===== src/rtl/lif_neuron_tile_if.sv =====
// Handshake and data bundle between the LIF tile and its memory/spike-buffer neighbours.
// The master side drives the timestep controls and memory data; the slave side is the tile.
interface lif_neuron_tile_if #(
    parameter int unsigned size_data     = 8,
    parameter int unsigned size_vmem     = 16,
    parameter int unsigned size_counters = 5,
    parameter int unsigned size_tile     = 4
);
    logic                            enable;
    logic                            memReady;
    logic                            finished;
    logic [size_tile*size_data-1:0]  weightData;
    logic [size_tile*size_vmem-1:0]  vmemData;
    logic [size_vmem-1:0]            threshold;
    logic [size_vmem-1:0]            leak;
    logic [size_tile-1:0]            spikeOut;
    logic [size_tile*size_vmem-1:0]  vmemOut;
    logic [size_counters-1:0]        eventCount;
    logic                            done;
    logic [1:0]                      stateOut;

    modport master (
        output enable, memReady, finished, weightData, vmemData, threshold, leak,
        input  spikeOut, vmemOut, eventCount, done, stateOut
    );

    modport slave (
        input  enable, memReady, finished, weightData, vmemData, threshold, leak,
        output spikeOut, vmemOut, eventCount, done, stateOut
    );
endinterface


===== src/rtl/lif_neuron_tile.sv =====
// Leaky integrate-and-fire tile: loads size_tile membrane potentials, accumulates one
// weight row per presynaptic event, then leaks, thresholds, spikes and resets per lane.
module lif_neuron_tile #(
    parameter int unsigned size_data     = 8,
    parameter int unsigned size_vmem     = 16,
    parameter int unsigned size_counters = 5,
    parameter int unsigned size_tile     = 4,
    parameter int unsigned reset_mode    = 0
) (
    input  logic               clk,
    input  logic               reset,
    lif_neuron_tile_if.slave   bus
);

    // Two guard bits cover vmem +/- a zero-extended leak or a full-range threshold.
    localparam int unsigned ext_w = size_vmem + 2;

    typedef enum logic [1:0] {
        IDLE  = 2'b00,
        LOAD  = 2'b01,
        ACCUM = 2'b10,
        FIRE  = 2'b11
    } state_t;

    state_t                          state;
    logic signed [size_vmem-1:0]     vmem [size_tile];
    logic [size_tile-1:0]            spike_q;
    logic [size_tile*size_vmem-1:0]  vmem_out_q;
    logic [size_counters-1:0]        cnt_q;
    logic                            done_q;

    logic signed [size_vmem-1:0]     acc_v  [size_tile];
    logic signed [size_vmem-1:0]     leak_v [size_tile];
    logic signed [size_vmem-1:0]     fire_v [size_tile];
    logic [size_tile-1:0]            spike_c;

    // Clamp an extended-width result into the signed vmem range.
    function automatic logic signed [size_vmem-1:0] sat(input logic signed [ext_w-1:0] x);
        logic [ext_w-size_vmem:0] top;
        top = x[ext_w-1:size_vmem-1];
        if (top == '0 || top == '1)
            sat = x[size_vmem-1:0];
        else if (x[ext_w-1])
            sat = {1'b1, {(size_vmem-1){1'b0}}};
        else
            sat = {1'b0, {(size_vmem-1){1'b1}}};
    endfunction

    // Per-lane accumulate and fire datapath.
    always_comb begin
        acc_v   = '{default: '0};
        leak_v  = '{default: '0};
        fire_v  = '{default: '0};
        spike_c = '0;
        for (int i = 0; i < size_tile; i++) begin
            acc_v[i]  = sat(ext_w'(vmem[i])
                          + ext_w'($signed(bus.weightData[i*size_data +: size_data])));
            leak_v[i] = sat(ext_w'(vmem[i]) - $signed(ext_w'(bus.leak)));
            spike_c[i] = (leak_v[i] >= $signed(bus.threshold));
            if (!spike_c[i])
                fire_v[i] = leak_v[i];
            else if (reset_mode == 1)
                fire_v[i] = sat(ext_w'(leak_v[i]) - ext_w'($signed(bus.threshold)));
            else
                fire_v[i] = '0;
        end
    end

    // Timestep sequencer with registered outputs.
    always_ff @(posedge clk or posedge reset) begin
        if (reset) begin
            state      <= IDLE;
            vmem       <= '{default: '0};
            spike_q    <= '0;
            vmem_out_q <= '0;
            cnt_q      <= '0;
            done_q     <= 1'b0;
        end else begin
            done_q <= 1'b0;
            case (state)
                IDLE: begin
                    if (bus.enable) begin
                        state <= LOAD;
                        cnt_q <= '0;
                    end
                end
                LOAD: begin
                    for (int i = 0; i < size_tile; i++)
                        vmem[i] <= bus.vmemData[i*size_vmem +: size_vmem];
                    state <= ACCUM;
                end
                ACCUM: begin
                    if (bus.memReady) begin
                        for (int i = 0; i < size_tile; i++)
                            vmem[i] <= acc_v[i];
                        if (cnt_q != '1)
                            cnt_q <= cnt_q + size_counters'(1);
                    end
                    if (bus.finished)
                        state <= FIRE;
                end
                FIRE: begin
                    for (int i = 0; i < size_tile; i++) begin
                        vmem[i]                               <= fire_v[i];
                        vmem_out_q[i*size_vmem +: size_vmem] <= fire_v[i];
                    end
                    spike_q <= spike_c;
                    done_q  <= 1'b1;
                    state   <= IDLE;
                end
                default: state <= IDLE;
            endcase
        end
    end

    assign bus.spikeOut   = spike_q;
    assign bus.vmemOut    = vmem_out_q;
    assign bus.eventCount = cnt_q;
    assign bus.done       = done_q;
    assign bus.stateOut   = state;

endmodule


===== src/flat_wrapper.sv =====
// flat-port wrapper written by rule: the top's interface ports become plain ports
module lif_neuron_tile_flat 
#(
    parameter int unsigned size_data     = 8,
    parameter int unsigned size_vmem     = 16,
    parameter int unsigned size_counters = 5,
    parameter int unsigned size_tile     = 4,
    parameter int unsigned reset_mode    = 0
)
  (clk, reset, bus_enable, bus_memReady, bus_finished, bus_weightData, bus_vmemData, bus_threshold, bus_leak, bus_spikeOut, bus_vmemOut, bus_eventCount, bus_done, bus_stateOut);
  lif_neuron_tile_if #(.size_data(size_data), .size_vmem(size_vmem), .size_counters(size_counters), .size_tile(size_tile)) bus_i ();
  input  logic clk;
  input  logic reset;
  input wire logic [$bits(bus_i.enable)-1:0] bus_enable;
  input wire logic [$bits(bus_i.memReady)-1:0] bus_memReady;
  input wire logic [$bits(bus_i.finished)-1:0] bus_finished;
  input wire logic [$bits(bus_i.weightData)-1:0] bus_weightData;
  input wire logic [$bits(bus_i.vmemData)-1:0] bus_vmemData;
  input wire logic [$bits(bus_i.threshold)-1:0] bus_threshold;
  input wire logic [$bits(bus_i.leak)-1:0] bus_leak;
  output wire logic [$bits(bus_i.spikeOut)-1:0] bus_spikeOut;
  output wire logic [$bits(bus_i.vmemOut)-1:0] bus_vmemOut;
  output wire logic [$bits(bus_i.eventCount)-1:0] bus_eventCount;
  output wire logic [$bits(bus_i.done)-1:0] bus_done;
  output wire logic [$bits(bus_i.stateOut)-1:0] bus_stateOut;
  assign bus_i.enable = bus_enable;
  assign bus_i.memReady = bus_memReady;
  assign bus_i.finished = bus_finished;
  assign bus_i.weightData = bus_weightData;
  assign bus_i.vmemData = bus_vmemData;
  assign bus_i.threshold = bus_threshold;
  assign bus_i.leak = bus_leak;
  assign bus_spikeOut = bus_i.spikeOut;
  assign bus_vmemOut = bus_i.vmemOut;
  assign bus_eventCount = bus_i.eventCount;
  assign bus_done = bus_i.done;
  assign bus_stateOut = bus_i.stateOut;
  lif_neuron_tile #(.size_data(size_data), .size_vmem(size_vmem), .size_counters(size_counters), .size_tile(size_tile), .reset_mode(reset_mode)) u_core (.clk(clk), .reset(reset), .bus(bus_i));
endmodule

===== config.mk =====
export PLATFORM = sky130hd
export DESIGN_NAME = lif_neuron_tile_flat
export DESIGN_NICKNAME = d
export VERILOG_FILES = /design/src/rtl/lif_neuron_tile_if.sv /design/src/rtl/lif_neuron_tile.sv /design/src/flat_wrapper.sv
export SDC_FILE = /design/constraint.sdc
export NUM_CORES = 1
export LEC_CHECK = 0
export CORE_ASPECT_RATIO = 1.2
export CORE_MARGIN = 3
export CORE_UTILIZATION = 62
export CTS_BUF_LIST = sky130_fd_sc_hd__clkbuf_8
export CTS_CLUSTER_DIAMETER = 80
export DETAILED_ROUTE_END_ITERATION = 6
export GPL_TIMING_DRIVEN = 0
export PLACE_DENSITY_LB_ADDON = 0.1
export SETUP_SLACK_MARGIN = 0.1
export SLEW_MARGIN = 20
export SYNTH_ARGS = -nofsm -noshare
export SYNTH_HDL_FRONTEND = slang
export SYNTH_SLANG_ARGS = --single-unit

===== constraint.sdc =====
create_clock -name clk -period 8.4 [get_ports clk]
set_clock_uncertainty 0.15 [all_clocks]
set_input_delay 1.68 -clock clk [delete_from_list [all_inputs] [get_ports clk]]
set_output_delay 1.68 -clock clk [all_outputs]
set_load 0.03 [all_outputs]

Word level (Yosys, flattened, before mapping)
Index checks and enable logic that the tools add are counted.
{ "totals": {"word_cells": 90, "in_bits": 133, "ff_bits": 140} }
{ "op_classes": {"n_mux": 30, "n_reduce_logical": 22, "n_addsub": 9, "n_eq_ne": 16, "order_cmp": 4} }
{ "op_table": {"columns": ["op", "n"], "rows": [
  ["two-way mux 16 bit", 20],
  ["one-hot mux 64 bit (3 select lines)", 1],
  ["subtractor 16 x 17 -> 18 bit", 4],
  ["adder 16 x 8 -> 17 bit", 4],
  [">= comparator 16 bit", 4],
  ["two-way mux 64 bit", 1],
  ["equality test 3 bit, second input constant", 8],
  ["zero test 3 bit", 8],
  ["two-way mux 5 bit", 3],
  ["one-hot mux 5 bit (2 select lines)", 1],
  ["logical OR 1 bit", 8],
  ["one-hot mux 2 bit (4 select lines)", 1],
  ["inequality test 2 bit, second input constant", 3],
  ["adder 5 x 1 -> 5 bit, second input constant", 1],
  ["inequality test 5 bit, second input constant", 1],
  ["equality test 2 bit, second input constant", 2],
  ["two-way mux 2 bit", 2],
  ["AND reduction 2 bit", 2],
  ["AND reduction 4 bit", 1],
  ["nonzero test 3 bit", 1],
  ["equality test 2 x 1 -> 1 bit, second input constant", 1],
  ["zero test 2 bit", 1],
  ["inequality test 2 x 1 -> 1 bit, second input constant", 1],
  ["nonzero test 2 bit", 1],
  ["two-way mux 1 bit", 1]
]} }

Logic depth before layout (Yosys ltp)
Gate-level depths: netlist (run 1).
{ "logic_depth": {"ltp_word": 7, "depth_mapped": 25} }

Worst setup path before layout (run 1)
Ideal clock, no wire load.
{ "synth_timing": {"path_type": "input -> register", "from": "input bus_leak[1]", "to": "register u_core.vmem[54] (netlist bit)", "required_time_ns": 8.168, "slack_ns": 2.014, "setup_time_ns": 0.082, "path_stages": 23, "n_path_buf": 2, "arrival_time_ns": 6.154, "path_cell_list": "inv_1 fa_1 a21oi_1 o211ai_1 nand4_1 nand4_1 a221o_1 a32o_1 nor2_8 buf_2 nor2_1 nor2_1 ha_1 a21o_1 a21o_1 a221o_1 a211oi_1 o21ai_1 or3b_4 a21oi_4 buf_6 o211ai_2 a31oi_1"} }
{ "synth_via": {"elab_chain_cells": 7, "elab_cells_between_ends": 9, "cone_classes": "add/sub: 1; order compare: 1; eq/ne: 1; mux: 4; reduce/logical: 2"} }
{ "synth_lines": {"columns": ["element", "line_no", "source"], "rows": [
  ["from (decl)", "flat_wrapper.sv:20", "input wire logic [$bits(bus_i.leak)-1:0] bus_leak;"],
  ["subtractor 16 x 17 -> 18 bit (*)", "lif_neuron_tile.sv:58", "leak_v[i] = sat(ext_w'(vmem[i]) - $signed(ext_w'(bus.leak)));"],
  ["equality test 3 bit / zero test 3 bit (equally long branches)", "lif_neuron_tile.sv:41", "if (top == '0 || top == '1)"],
  ["logical OR 1 bit", "lif_neuron_tile.sv:41", null],
  ["two-way mux 16 bit (*)", "lif_neuron_tile.sv:41", null],
  [">= comparator 16 bit", "lif_neuron_tile.sv:59", "spike_c[i] = (leak_v[i] >= $signed(bus.threshold));"],
  ["two-way mux 16 bit (*)", "lif_neuron_tile.sv:60", "if (!spike_c[i])"],
  ["one-hot mux 64 bit (3 select lines) (*)", "lif_neuron_tile.sv:80", "case (state)"],
  ["to (signal, indexed assignment)", "lif_neuron_tile.sv:89", "vmem[i] <= bus.vmemData[i*size_vmem +: size_vmem];"],
  ["to (signal, indexed assignment)", "lif_neuron_tile.sv:95", "vmem[i] <= acc_v[i];"],
  ["to (signal, indexed assignment)", "lif_neuron_tile.sv:104", "vmem[i] <= fire_v[i];"],
  ["to (decl)", "lif_neuron_tile.sv:26", "logic signed [size_vmem-1:0] vmem [size_tile];"]
]} }
Every way passes the cells marked *; elsewhere a longest branch is shown, timed or not.
A chain may end at the register's enable or synchronous reset.

Worst setup path in the final report (run 1)
{ "layout_timing": {"from": "input bus_leak[0]", "to": "register u_core.vmem[60] (netlist bit)"} }
Same word-level chain as after synthesis.

==> flow_metrics.env, run 1 <==
export IMPL_path_class="primary input to register"
export IMPL_final_nets=2392
export IMPL_core_area_um2=23300
export IMPL_clk_pin_slew_ns=0.09
export IMPL_synth_seq_cells=140
export IMPL_die_w_um=147
export IMPL_syn_nets=2164
export IMPL_synth_ff_type="dfrtp_1"
export IMPL_setup_tns_ns=0
export IMPL_cpLargestDelayFamily="compound AO/OA/AOI/OAI gates"
export IMPL_max_freq_mhz=130
export IMPL_wl_per_cell_um=22.7
export IMPL_p_per_area_nw_per_um2=494
export IMPL_switching_share_pct=55.0
export IMPL_finalSetupViolations=0
export IMPL_clock_latency_ns=0.48
export IMPL_die_h_um=175
export IMPL_track_usage_pct=40.7
export IMPL_status="finished, violations left"
export IMPL_cts_buffers_inserted=17
export IMPL_arrival_ns=7.96
export IMPL_postCtsHoldBufs=0
export IMPL_yosysMostFrequentCell="nor2_1"
export IMPL_p_int_w=0.00394
export IMPL_hold_ws_ns=0.338
export IMPL_cap_violations=0
export IMPL_worst_pin_slew_ns=1.18
export IMPL_violations="design-rule violations"
export IMPL_area_growth_pct=20.1
export IMPL_critPathLaunchType="primary input"
export IMPL_synth_top_area_share_pct=23.7
export IMPL_wirelength_mm=54.0
export IMPL_ys_types=93
export IMPL_setup_slack_ns=0.695
export IMPL_antenna_left=0
export IMPL_vias_per_cell=6.71
export IMPL_vias=16000
export IMPL_required_ns=8.65
export IMPL_grt_pass1_vias=15600
export IMPL_slew_limit_headroom_pct=20.8
export IMPL_cts_tree="done"
export IMPL_finalHoldViolCount=0
export IMPL_critPathCaptureType="register"
export IMPL_drive_gt1_share_pct=4.95
export IMPL_slowest_stage="clkdlybuf4s50_1"
export IMPL_die_area_um2=25700
export IMPL_rsz0062_at_grt="no"
export IMPL_yosys_area_top_type="dfrtp_1"
export IMPL_core_rowCount=61
export IMPL_pwr_share_comb_pct=78.0
export IMPL_synth_edf_count=0
export IMPL_slowest_delay_ns=0.72
export IMPL_clkPwrFrac_pct=7.6
export IMPL_yosysWarningCount=0
export IMPL_ys_top_cells_by_area="dfrtp_1 24%, ha_1 17%, nor2_1 5.7%, o21ai_0 5.3%, a21oi_1 5.1%"
export IMPL_totalPowerFinal_w=0.00877
export IMPL_drc_errors=5
export IMPL_initial_core_util_pct=63.5
export IMPL_synth_avg_cell_area_um2=8.11
export IMPL_ys_seq_area_share_pct=23.7
export IMPL_yosys_top_cells_count="226 x nor2_1, 202 x ha_1, 155 x o21ai_0, 150 x a21oi_1, 140 x dfrtp_1"
export IMPL_dp_hpwl_mm=42.1
export IMPL_slew_viol_final=0
export IMPL_grt_antenna_before_repair=4
export IMPL_port_buffers=208
export IMPL_htree_levels=4
export IMPL_grt_max_degree=79
export IMPL_period_needed_ns=7.71
export IMPL_grt_pass1_wl_mm=82.7
export IMPL_final_core_util_pct=76.2
export IMPL_cts_resized=0
export IMPL_synth_area_um2=14800
export IMPL_drt_iter0_drc=1773
export IMPL_ioPinCount=209
export IMPL_finalCritPeriodShare_pct=91.7
export IMPL_synthArstFlopShare_pct=100
export IMPL_first_pass_iters=7
export IMPL_p_sw_w=0.00483
export IMPL_post_cts_buffers=0
export IMPL_path_max_fanout=10
export IMPL_seqPwrFrac_pct=14.4
export IMPL_cts_sinks=140
export IMPL_pre_cts_ws_ns=0.434
export IMPL_critPathBufInv=4
export IMPL_vdd_drop_max_v=0.000219
export IMPL_clk_path_buf_depth=2
export IMPL_cts_root_buf="clkbuf_8"
export IMPL_leakage_nw=7.82
export IMPL_place_gp_congestion=1.02
export IMPL_postSynthCellCount=1821
export IMPL_worstHoldPathType="register to register"
export IMPL_overflow=0
final timing paths:
kind | start | slack (ns) | cells after the start | end
setup / recovery | bus_leak[0] | 0.69 | 25 | u_core.vmem[60]
hold / removal | u_core.bus.vmemOut[45] | 0.34 | 1 | u_core.bus.vmemOut[45]
setup reg to reg | u_core.vmem[48] | 2.18 | 25 | u_core.vmem[60]
hold reg to reg | u_core.bus.vmemOut[45] | 0.34 | 1 | u_core.bus.vmemOut[45]
max in group asynchronous | reset | 5.85 | 3 | u_core.vmem[0]
min in group asynchronous | reset | 1.47 | 2 | u_core.bus.vmemOut[41]
routing by layer:
metal | wire length, um | vias to the layer above | track usage (%)
met3 | 6340 | 277 | 10.2
met5 | 23 | - | 0
met1 | 20200 | 7431 | 50.5
met4 | 4120 | 4 | 26.5
li1 | - | 7189 | -
met2 | 23400 | 1073 | 63.0
final cells by class:
type,count,area [um^2]
Multi-Input combinational cell,1505,10500
Inverter,114,435
Clock buffer,17,234
Timing Repair Buffer,209,2110
Buffer,62,290
Sequential cell,140,3500
Antenna cell,2,5.00
Clock inverter,15,221
Tap cell,315,394
Fill cell,1716,5540
flip-flops by register name, summed over array words and instances, names as in the netlist:
name / count
u_core.bus.done: 1
u_core.bus.spikeOut: 4
u_core.vmem: 64
u_core.bus.stateOut: 2
u_core.bus.vmemOut: 64
u_core.bus.eventCount: 5
worst reg2reg max path, cell delays in order (launching register included):
cell	delay (ns)
dfrtp_1	0.41
inv_1	0.10
ha_1	0.17
inv_1	0.06
fa_1	0.46
a21oi_1	0.22
o211ai_1	0.14
nand4_1	0.14
nand4_1	0.24
a221o_1	0.37
a32o_1	0.29
nor2_8	0.18
buf_2	0.23
nor2_1	0.07
nor2_1	0.14
ha_1	0.27
a21o_1	0.19
a21o_1	0.19
a221o_1	0.35
a211oi_1	0.28
o21ai_1	0.12
or3b_4	0.42
a21oi_4	0.33
buf_6	0.23
nand3_1	0.20
a31oi_1	0.23
placed cells by master (no fill, tap or decap), drive strengths merged, types with 6 or more instances in the layout:
| cell type | count |
|---|---|
| o21a | 32 |
| o32a | 6 |
| a21boi | 8 |
| and3 | 15 |
| maj3 | 7 |
| a211oi | 26 |
| a31oi | 42 |
| buf | 22 |
| nand2b | 22 |
| o21ai | 168 |
| o221ai | 6 |
| a22oi | 12 |
| fa | 8 |
| nor2 | 228 |
| or2 | 9 |
| ha | 202 |
| a21oi | 159 |
| o21bai | 14 |
| nor2b | 11 |
| xnor2 | 68 |
| o2bb2ai | 13 |
| inv | 117 |
| nand4 | 17 |
| a311oi | 6 |
| a22o | 15 |
| a31o | 6 |
| nand3 | 44 |
| o22a | 6 |
| dfrtp | 140 |
| clkdlybuf4s50 | 208 |
| nand2 | 103 |
| o211ai | 38 |
| a221oi | 13 |
| xor2 | 34 |
| nor3 | 17 |
| a21o | 64 |
| and2 | 9 |
| clkbuf | 58 |
| a41oi | 12 |
power groups by stage:
stage          Sequential (W)  Clock, W  Combinational [W]
2_1_floorplan         0.00137         0            0.00463
3_3_place_gp          0.00125         0            0.00640
3_5_place_dp          0.00126         0            0.00660
4_1_cts               0.00125  0.000658            0.00665
5_1_grt               0.00129  0.000678            0.00743
6_report              0.00127  0.000665            0.00684
stage by stage:
stage | cell area, um^2 | std cells
6_report | 17700 | 2379
5_1_grt | 17700 | 2377
4_1_cts | 17700 | 2377
3_5_place_dp | 17300 | 2345
3_3_place_gp | 17200 | 2344
2_1_floorplan | 14800 | 1821
kinds of logic after synthesis:
logic type / count (synthesis) / synth area share, %
buf+inv: 176 / 4.86
compound gates: 687 / 31.2
xor+xnor: 102 / 6.05
fa+ha+maj: 217 / 18.7
simple gates: 497 / 15.3
mux: 2 / 0.136
flops: 140 / 23.7
No activity file was read; power rests on OpenSTA's default activity.
==> run 2, diff against run 1 <==
--- a/config.mk
+++ b/config.mk
@@ -5,7 +5,6 @@
 export SDC_FILE = /design/constraint.sdc
 export NUM_CORES = 1
 export LEC_CHECK = 0
-export CORE_ASPECT_RATIO = 1.2
 export CORE_MARGIN = 3
 export CORE_UTILIZATION = 62
 export CTS_BUF_LIST = sky130_fd_sc_hd__clkbuf_8
==> flow_metrics.env, run 2 (same netlist as run 1, synthesis figures left out) <==
export IMPL_num_antenna_cells=0
export IMPL_grt_max_degree=82
export IMPL_cts_buffers_inserted=17
export IMPL_post_cts_buffers=0
export IMPL_met1_usage_pct=52.1
export IMPL_die_area_um2=25700
export IMPL_vias_per_cell=6.69
export IMPL_overflow=0
export IMPL_clk_path_buf_depth=2
export IMPL_dp_hpwl_mm=41.8
export IMPL_core_area_um2=23100
export IMPL_path_max_fanout=10
export IMPL_finalHoldViolCount=0
export IMPL_finalSetupViolations=0
export IMPL_leakage_nw=7.81
export IMPL_finalCritPeriodShare_pct=91.0
export IMPL_critPathLaunchType="primary input"
export IMPL_met3_usage_pct=10.6
export IMPL_grt_pass1_wl_mm=82.9
export IMPL_fin_area_um2=17700
export IMPL_clk_pin_slew_ns=0.10
export IMPL_slew_viol_final=0
export IMPL_critPathCaptureType="register"
export IMPL_violations="design-rule violations"
export IMPL_layout_commonest_cell="nor2_1"
export IMPL_drc_errors=1
export IMPL_die_h_um=160
export IMPL_track_usage_pct=40.8
export IMPL_status="finished, violations left"
export IMPL_first_pass_iters=7
export IMPL_top_usage_layer="met2"
export IMPL_placed_area_um2=17300
export IMPL_drt_iter0_drc=2016
export IMPL_required_ns=8.65
export IMPL_clock_latency_ns=0.50
export IMPL_rsz0062_at_grt="no"
export IMPL_area_growth_pct=19.9
export IMPL_cts_sinks=140
export IMPL_grt_antenna_before_repair=0
export IMPL_grt_use_met2_pct=63.7
export IMPL_setup_tns_ns=0
export IMPL_worst_pin_slew_ns=1.12
export IMPL_core_rowCount=55
export IMPL_p_per_area_nw_per_um2=494
export IMPL_arrival_ns=7.90
export IMPL_cts_tree="done"
export IMPL_grt_pass1_vias=15500
export IMPL_die_w_um=160
export IMPL_final_nets=2392
export IMPL_htree_levels=4
export IMPL_wl_per_cell_um=22.7
export IMPL_initial_core_util_pct=64.1
export IMPL_cts_root_buf="clkbuf_8"
export IMPL_vias=15900
export IMPL_drive_gt1_share_pct=5.00
export IMPL_period_needed_ns=7.65
export IMPL_cts_resized=0
export IMPL_wirelength_mm=53.9
export IMPL_mostFrequentLayoutCells="226 x nor2_1, 208 x clkdlybuf4s50_1, 202 x ha_1, 155 x o21ai_0, 150 x a21oi_1"
export IMPL_max_freq_mhz=131
export IMPL_ioPinCount=209
export IMPL_port_buffers=208
export IMPL_slew_limit_headroom_pct=25.5
export IMPL_worstHoldPathType="register to register"
export IMPL_place_gp_congestion=1.02
export IMPL_cap_violations=0
export IMPL_vdd_drop_max_v=0.000265
export IMPL_path_class="primary input to register"
export IMPL_antenna_left=0
export IMPL_postCtsHoldBufs=0
## run 2: cell types whose count changed in the layout (fill, tap and decap cells not counted)
| cell | before | now |
|---|---|---|
| bufinv_16 | 5 | 3 |
| inv_6 | 2 | 3 |
| diode_2 | 2 | 0 |
| clkbuf_8 | 17 | 20 |
| inv_1 | 114 | 113 |
| clkinvlp_4 | 3 | 2 |
## run 2: routing by layer
layer,share of wire (%),up-vias,wire [um]
met5,0,-,0
met4,6.0,0,3240
met1,39,7459,21100
met3,12,220,6260
li1,-,7193,-
met2,43,1006,23300
## run 2: worst max-delay path, cell delays in order
cell	delay (ns)
clkdlybuf4s50_1	0.75
ha_1	0.27
inv_1	0.08
fa_1	0.47
a21oi_1	0.22
o211ai_1	0.13
nand4_1	0.13
nand4_1	0.22
a221o_1	0.37
a32o_1	0.29
nor2_8	0.19
buf_2	0.23
nor2_1	0.08
nor2_1	0.15
ha_1	0.27
a21o_1	0.18
a21o_1	0.17
a221o_1	0.34
a211oi_1	0.25
o21ai_1	0.12
or3b_4	0.42
a21oi_4	0.31
buf_6	0.22
nand3_1	0.16
a31oi_1	0.21
## run 2: final cells by class
cell class                      count  area, um^2
Buffer                             62         290
Clock buffer                       20         275
Clock inverter                     12         159
Inverter                          114         435
Timing Repair Buffer              209        2110
Sequential cell                   140        3500
Fill cell                        1736        5340
Multi-Input combinational cell   1505       10500
Tap cell                          313         392
## run 2: metrics by stage
step | hold WS [ns] | worst slack (ns) | instances | utilization [%] | total power [W]
finish | 0.336 | 0.752 | 2375 | 76.8 | 0.00875
global route | 0.360 | 0.525 | 2375 | 76.8 | 0.00938
CTS | 0.340 | 0.882 | 2375 | 76.8 | 0.00852
detailed placement | 0.318 | 0.464 | 2343 | 75.0 | 0.00785
global placement | 0.314 | 0.580 | 2342 | 74.8 | 0.00763
floorplan | 0.325 | 2.01 | 1821 | - | 0.00600
## run 2: report_power, final
group	leakage [nW]	switching, W	internal (W)
Clock	0.216	0.000325	0.000320
Combinational	5.85	0.00423	0.00262
Sequential	1.75	0.000293	0.000967
## run 2: final timing paths
path / from / end / slack (ns) / cells after the start
setup reg to reg: u_core.vmem[48] / u_core.vmem[60] / 2.27 / 25
max in group asynchronous: reset / u_core.bus.spikeOut[3] / 5.87 / 3
hold / removal: u_core.bus.vmemOut[51] / u_core.bus.vmemOut[51] / 0.34 / 1
min in group asynchronous: reset / u_core.bus.vmemOut[25] / 1.43 / 2
hold reg to reg: u_core.bus.vmemOut[51] / u_core.bus.vmemOut[51] / 0.34 / 1
setup / recovery: bus_leak[0] / u_core.vmem[60] / 0.75 / 25
